$ cat config.mk
export PLATFORM = sky130hd
export DESIGN_NAME = cfg_fetch
export DESIGN_NICKNAME = d
export VERILOG_FILES = /design/src/rtl/cfg_fetch.sv
export SDC_FILE = /design/constraint.sdc
export NUM_CORES = 1
export LEC_CHECK = 0
export ABC_CLOCK_PERIOD_IN_PS = 3800
export BUFFER_PORTS_ARGS = -buffer_cell sky130_fd_sc_hd__buf_2
export CORE_UTILIZATION = 61
export DETAILED_ROUTE_END_ITERATION = 10
export HOLD_SLACK_MARGIN = 0.15
export PLACE_DENSITY_LB_ADDON = 0.25
export SYNTH_ARGS = -nofsm -noshare
export SYNTH_HDL_FRONTEND = slang
export SYNTH_SLANG_ARGS = --single-unit
$ cat constraint.sdc
create_clock -name clk -period 3.8 [get_ports clk]
set_input_delay 0.19 -clock clk [delete_from_list [all_inputs] [get_ports clk]]
set_output_delay 0.19 -clock clk [all_outputs]
set_load 0.1 [all_outputs]
$ cat src/rtl/cfg_fetch.sv
// Wishbone master: polls CONFIG_DONE, fetches a 32-entry x 3-bit channel table, then writes core-ready.
// Define CFG_FETCH_TIMEOUT_EN to abort any transaction left unanswered for TIMEOUT cycles.
module cfg_fetch #(
  parameter int unsigned POLL_GAP   = 16,
  parameter logic [31:0] DONE_ADDR  = 32'h0000_0080,
  parameter logic [31:0] READY_ADDR = 32'h0000_0084,
  parameter int unsigned TIMEOUT    = 64
) (
  input  logic        clk,
  input  logic        reset,
  input  logic        start,
  output logic [31:0] o_wb_adr,
  output logic [3:0]  o_wb_sel,
  output logic        o_wb_we,
  output logic [31:0] o_wb_dat,
  output logic        o_wb_cyc,
  output logic        o_wb_stb,
  input  logic [31:0] i_wb_dat,
  input  logic        i_wb_ack,
  input  logic        i_wb_err,
  input  logic [4:0]  ch_sel,
  output logic [2:0]  ch_cfg,
  output logic        cfg_valid,
  output logic        busy,
  output logic        fetch_err
);

  localparam logic [2:0] IDLE  = 3'd0;
  localparam logic [2:0] POLL  = 3'd1;
  localparam logic [2:0] GAP   = 3'd2;
  localparam logic [2:0] FETCH = 3'd3;
  localparam logic [2:0] READY = 3'd4;
  localparam logic [2:0] DONE  = 3'd5;
  localparam logic [2:0] ERROR = 3'd6;

  localparam logic [7:0] GAP_LAST = 8'(POLL_GAP - 1);

  logic [2:0] state;
  logic [4:0] idx;
  logic [7:0] gap_cnt;
  logic [2:0] tbl [32];
  logic       abort;
  logic       unused;

`ifdef CFG_FETCH_TIMEOUT_EN
  localparam int unsigned TW = $clog2(TIMEOUT + 1);
  logic [TW-1:0] wait_cnt;
  logic          timed_out;

  assign timed_out = o_wb_cyc && !i_wb_ack && !i_wb_err && (wait_cnt == TW'(TIMEOUT - 1));
  assign abort     = o_wb_cyc && (i_wb_err || timed_out);

  always_ff @(posedge clk or negedge reset) begin
    if (!reset) begin
      wait_cnt <= '0;
    end else if (!o_wb_cyc || i_wb_ack || i_wb_err) begin
      wait_cnt <= '0;
    end else begin
      wait_cnt <= wait_cnt + 1'b1;
    end
  end
`else
  assign abort = o_wb_cyc && i_wb_err;
`endif

  assign unused   = ^{1'b0, i_wb_dat[31:3], TIMEOUT[0]};
  assign o_wb_stb = o_wb_cyc;
  assign o_wb_sel = {4{o_wb_cyc}};
  assign ch_cfg   = tbl[ch_sel];
  assign busy     = (state == POLL) || (state == GAP) || (state == FETCH) || (state == READY);

  // FETCH and READY enter with cyc low and launch one cycle later, giving the mandatory idle gap.
  always_ff @(posedge clk or negedge reset) begin
    if (!reset) begin
      state     <= IDLE;
      idx       <= '0;
      gap_cnt   <= '0;
      o_wb_adr  <= '0;
      o_wb_we   <= 1'b0;
      o_wb_dat  <= '0;
      o_wb_cyc  <= 1'b0;
      cfg_valid <= 1'b0;
      fetch_err <= 1'b0;
      for (int unsigned i = 0; i < 32; i++) begin
        tbl[i] <= '0;
      end
    end else if (abort) begin
      state     <= ERROR;
      o_wb_cyc  <= 1'b0;
      o_wb_we   <= 1'b0;
      o_wb_adr  <= '0;
      o_wb_dat  <= '0;
      fetch_err <= 1'b1;
    end else begin
      case (state)
        IDLE, DONE, ERROR: begin
          if (start) begin
            state     <= POLL;
            idx       <= '0;
            o_wb_cyc  <= 1'b1;
            o_wb_adr  <= DONE_ADDR;
            o_wb_we   <= 1'b0;
            o_wb_dat  <= '0;
            cfg_valid <= 1'b0;
            fetch_err <= 1'b0;
          end
        end
        POLL: begin
          if (o_wb_cyc && i_wb_ack) begin
            o_wb_cyc <= 1'b0;
            o_wb_adr <= '0;
            if (i_wb_dat[0]) begin
              state <= FETCH;
              idx   <= '0;
            end else begin
              state   <= GAP;
              gap_cnt <= '0;
            end
          end
        end
        GAP: begin
          if (gap_cnt == GAP_LAST) begin
            state    <= POLL;
            o_wb_cyc <= 1'b1;
            o_wb_adr <= DONE_ADDR;
          end else begin
            gap_cnt <= gap_cnt + 8'd1;
          end
        end
        FETCH: begin
          if (!o_wb_cyc) begin
            o_wb_cyc <= 1'b1;
            o_wb_adr <= {25'd0, idx, 2'b00};
          end else if (i_wb_ack) begin
            tbl[idx] <= i_wb_dat[2:0];
            o_wb_cyc <= 1'b0;
            o_wb_adr <= '0;
            if (idx == 5'd31) begin
              state <= READY;
            end else begin
              idx <= idx + 5'd1;
            end
          end
        end
        READY: begin
          if (!o_wb_cyc) begin
            o_wb_cyc <= 1'b1;
            o_wb_we  <= 1'b1;
            o_wb_adr <= READY_ADDR;
            o_wb_dat <= 32'h0000_0001;
          end else if (i_wb_ack) begin
            state     <= DONE;
            o_wb_cyc  <= 1'b0;
            o_wb_we   <= 1'b0;
            o_wb_adr  <= '0;
            o_wb_dat  <= '0;
            cfg_valid <= 1'b1;
          end
        end
        default: state <= IDLE;
      endcase
    end
  end

endmodule

Word level (Yosys, flattened, before mapping). Index checks and enable logic that the tools add are counted.

Add/subtract/negate cells: 2. Magnitude comparators: 3. Eq/ne operators: 27. Multiplexer cells: 58. Bitwise gates (word level): 3. Reduce and logical (&&, ||, !) cells: 26.

Operators by type and width (count): $mux 32 (11); $pmux 32 s5 (1); $bwmux 96 (1); $pmux 32 s2 (1); $mux 3 (12); $mux 5 (6); $mux 8 (3); $ne 2x2->1 const B (9); $pmux 8 s2 (1); $reduce_and 8->1 (2); $bmux 3 s5 (1); $demux 3 s5 (1); $mux 1 (15); $ne 3x3->1 const B (5); $pmux 3 s5 (1); $pmux 5 s3 (1); $ge 6x6->1 const B (2); $not 5->6 (2); $reduce_and 4->1 (3); $reduce_and 5->1 (2); $eq 3x3->1 const B (3); $ne 3x2->1 const B (3); $add 8x1->8 const B (1); $eq 8x4->1 const B (1); 21 further kinds (31).

Register bits: 180. Bits of input ports: 42. Logic and storage cells: 160.

Longest topological paths before layout.
Depth after elaboration: 6. Gate-level depth with buffers: 8.

Worst setup path after synthesis. OpenSTA, ideal clock, no wires.

Kind: input -> output. Start point: input port ch_sel[1]. End point: output port ch_cfg[0]. Arrival: 4016 ps. Slack: -406 ps. Stages on the path: 5. Cells stage by stage: buf_1 > clkbuf_1 > mux4_2 > o22ai_1 > nor4_1.

Word-level cells in the longest chain between the ends: 4.

Ends and longest elaborated chain: start: declaration (line 21) `input logic [4:0] ch_sel,`; $not 5->6 (not written as such) (line 69) `assign ch_cfg = tbl[ch_sel];`; $bmux 3 s5 (line 69); $mux 3 (not written as such) (2 in a row) (line 69); end: declaration (line 22) `output logic [2:0] ch_cfg,`.

Every way passes these cells. The select of a mux whose other input is x is not followed.

Worst setup path in the final report.
Start point: register state[1]. End point: register tbl[68] (netlist name).

Word-level cells in the longest chain between the ends: 2.

Ends and longest elaborated chain: start: declaration (line 38) `logic [2:0] state;`; start signal: assignment (line 75) `state <= IDLE;`; start signal: assignment (line 88) `state <= ERROR;`; start signal: assignment (line 98) `state <= POLL;`; $eq 3x2->1 (line 95) `case (state)`; $reduce_and 4->1 (no source line); end signal: indexed assignment (line 135) `tbl[idx] <= i_wb_dat[2:0];`; end: declaration (line 41) `logic [2:0] tbl [32];`.

Every way passes these cells. A chain may end at the register's enable or synchronous reset.

==> impl_metrics.ini <==
[synth]
synth-seq-cells = 148
syn_avg_cell_area_sq_um = 12.4
synth_top_family_by_area = multiplexers
postSynthCellCount = 582
synth_edf_count = 0
synth_seq_area_share_pct = 51.2
yosysWarnings = 0
syn_area_sq_um = 7240
synthXorXnorAreaFrac_pct = 0.242
synth_ff_type = dfrtp_1
synthMuxAreaShare_pct = 22.9
synth_fa_ha_area_share_pct = 1.18
synth-simple-area-share_pct = 11.3
synth_compound_area_share_pct = 6.67
synthDistinctLibCells = 56
synthArstFlopShare_pct = 100

[final_layout]
layout_commonest_cell = dfrtp_1
antenna_cells = 0
final_area_sq_um = 8070
seqCellArea_sq_um = 3700
drive_gt1_share_pct = 35.0
syn2layout_area_growth_pct = 11.6
n_fill_cell = 830
multiInputGateArea_sq_um = 3200
final_cell_mix = dfrtp_1, mux2_2, buf_2
layout.nets = 668

[detailed_routing]
first_pass_iters = 4
drtIter0Drc = 209
vias = 4553
drt_wl_total_microns = 14300
drcViolationCount = 0
wl_per_cell_microns = 18.5
ant_nets = 0
vias_per_cell = 5.87

[clock_network]
cts_made_buffers = 17
cts.sinks = 148
ctsHtreeMaxLevel = 4
cts_buffer_depth = 2
root_buffer = clkbuf_16
cts_tree = built
clk_latency_ns = 0.42
path_clk_slew_ns = 0.06
cts_resized = 0

[hold_path]
min_delay_path_depth = 4
hp-class = in2reg

[place]
dpl.hpwl_microns = 9230
place_congestion = 0.820
port_buffers = 58
placedInstanceArea_sq_um = 7420

[sta]
fin_skew_ns = 0.00478
hold_violations = 0
min_period_over_period_pct = 66.7
slew-limit-headroom_pct = 44.9
setup_viol = 0
period_minus_slack_ns = 2.53
rsz0062_at_grt = no
fin_setup_tns_ns = 0
worstMarginPinSlew_ns = 0.826
max_freq_ghz = 0.394
maxSlewViolCount = 0

[floorplan]
rows = 39
fp.dieW_microns = 111
die-area_sq_um = 12300
start_util_pct = 63.1
die_y_microns = 111
coreArea_sq_um = 11500
ios = 119

[critical_path]
slowest_delay_ns = 0.71
cp-end-kind = flop
crit_cells = 5
crit_required_ns = 4.10
crit_slowest_cell = dfrtp_1
critical_path_buf_inv_count = 0
critical_path_class = reg2reg
r2r_cells = 5
cp_max_fo = 18
startpoint_type = flop
arrival_ns = 2.84
cpLargestDelayFamily = simple AND/OR/NAND/NOR gates
crit_chain = nand3b_2 -> nor3_1 -> and2_1 -> nand2_1 -> mux2_2

[pwr]
p_int_mw = 3.24
pwr-share-clk_pct = 34.7
comb_power_share_pct = 30.4
swShare_pct = 38.1
p_leak_nw = 4.03
power.density_nw_per_um2 = 648
seqPwrFrac_pct = 34.9
p_sw_mw = 1.99
ir_drop_mv = 0.985

[grt]
antenna_found_initial = 0
grt_max_degree = 73
track_usage_pct = 25.1
grt_pass1_wl_microns = 23900
grt-ovfl-total = 0
grt_pass1_vias = 4743

[status]
status = finished clean

[flow_run]
cap_viol_max_count = 0
[sequential cells by signal, summed over array words and instances (netlist names)]
name       flops
tbl           96
state          3
o_wb_adr      32
gap_cnt        8
o_wb_dat       1
fetch_err      1
cfg_valid      1
idx            5
o_wb_cyc       1
[cells in the mapped netlist, drive strengths merged, types with 3 or more instances]
cell      n  area (sq um)
dfrtp   148          3700
mux2     98          1110
buf      56           385
nand2    49           184
and2     31           194
o21ai    25           129
mux4     24           541
nor2     21          78.8
clkbuf   17          63.8
o22ai    14          87.6
a21oi     7          38.8
a22o      7          61.3
nor3      7          40.0
nor3b     7          52.6
ha        6          75.1
nand3     6          30.0
a211oi    5          50.1
and3      5          31.3
inv       5          18.8
nand2b    5          31.3
a31oi     4          25.0
nand3b    4          33.8
nor4      4          40.0
nor2b     3          26.3
or3b      3          26.3
[metal layers]
| metal | up-vias | global-route usage (%) | routed length, microns |
|---|---|---|---|
| met5 | - | 0 | 0 |
| met4 | 0 | 6.58 | 156 |
| met3 | 16 | 6.89 | 787 |
| met2 | 135 | 41.6 | 7150 |
| met1 | 2314 | 32.8 | 6210 |
| li1 | 2088 | - | - |
[cells by family after synthesis]
group           Yosys count
fa+ha+maj                 7
simple gates            152
other cells               1
buf+inv                  78
flops                   148
mux                     123
xor+xnor                  2
compound gates           71
[worst min-delay path, cell delays in order]
cell and delay (ns):
buf_2 0.17, a21oi_1 0.06, nor2_1 0.08, nor2_1 0.04
[through the flow]
stage	hold slack, ns	instances	worst slack, ns	power, mW	utilization, %
finish	0.176	775	1.27	5.23	70.4
global route	0.185	775	1.08	5.45	70.4
CTS	0.153	775	1.25	5.26	70.4
detailed placement	0.238	743	1.30	3.43	64.7
global placement	0.234	743	1.38	3.40	64.7
floorplan	-0.106	612	0.777	3.27	-
[path summary, 6_finish.rpt]
check,from,endpoint,slack [ns]
worst max-delay path,state[1]$_DFFE_PN0P_,tbl[68]$_DFFE_PN0P_,1.27
worst min-delay path,i_wb_err,o_wb_dat[0]$_DFFE_PN0P_,0.18
worst max register to register,state[1]$_DFFE_PN0P_,tbl[68]$_DFFE_PN0P_,1.27
worst min register to register,o_wb_adr[13]$_DFFE_PN0P_,o_wb_adr[13]$_DFFE_PN0P_,0.48
max in group asynchronous,reset,o_wb_adr[25]$_DFFE_PN0P_,2.43
min in group asynchronous,reset,tbl[59]$_DFFE_PN0P_,0.34
[layout make-up]
type	instances	share of cell area [%]
inverters	5	0.232
flip-flops and latches	148	45.9
clock inverters	12	2.54
multi-input cells	386	39.6
repair buffers	62	4.08
clock buffers	19	5.49
well taps	143	2.22
[power by group through the flow]
stage / sequential, mW / clock [mW] / combinational (mW)
floorplan: 1.98 / 0 / 1.28
global placement: 1.84 / 0 / 1.56
detailed placement: 1.85 / 0 / 1.58
CTS: 1.82 / 1.84 / 1.60
global route: 1.84 / 1.91 / 1.70
finish: 1.83 / 1.81 / 1.59
[repair_timing]
action,4_1_cts,5_1_grt
buffers inserted,0,0
hold buffers,1,0
hold endpoints to repair,70,0
setup endpoints to repair,0,0
(Power assumes the default switching activity.)
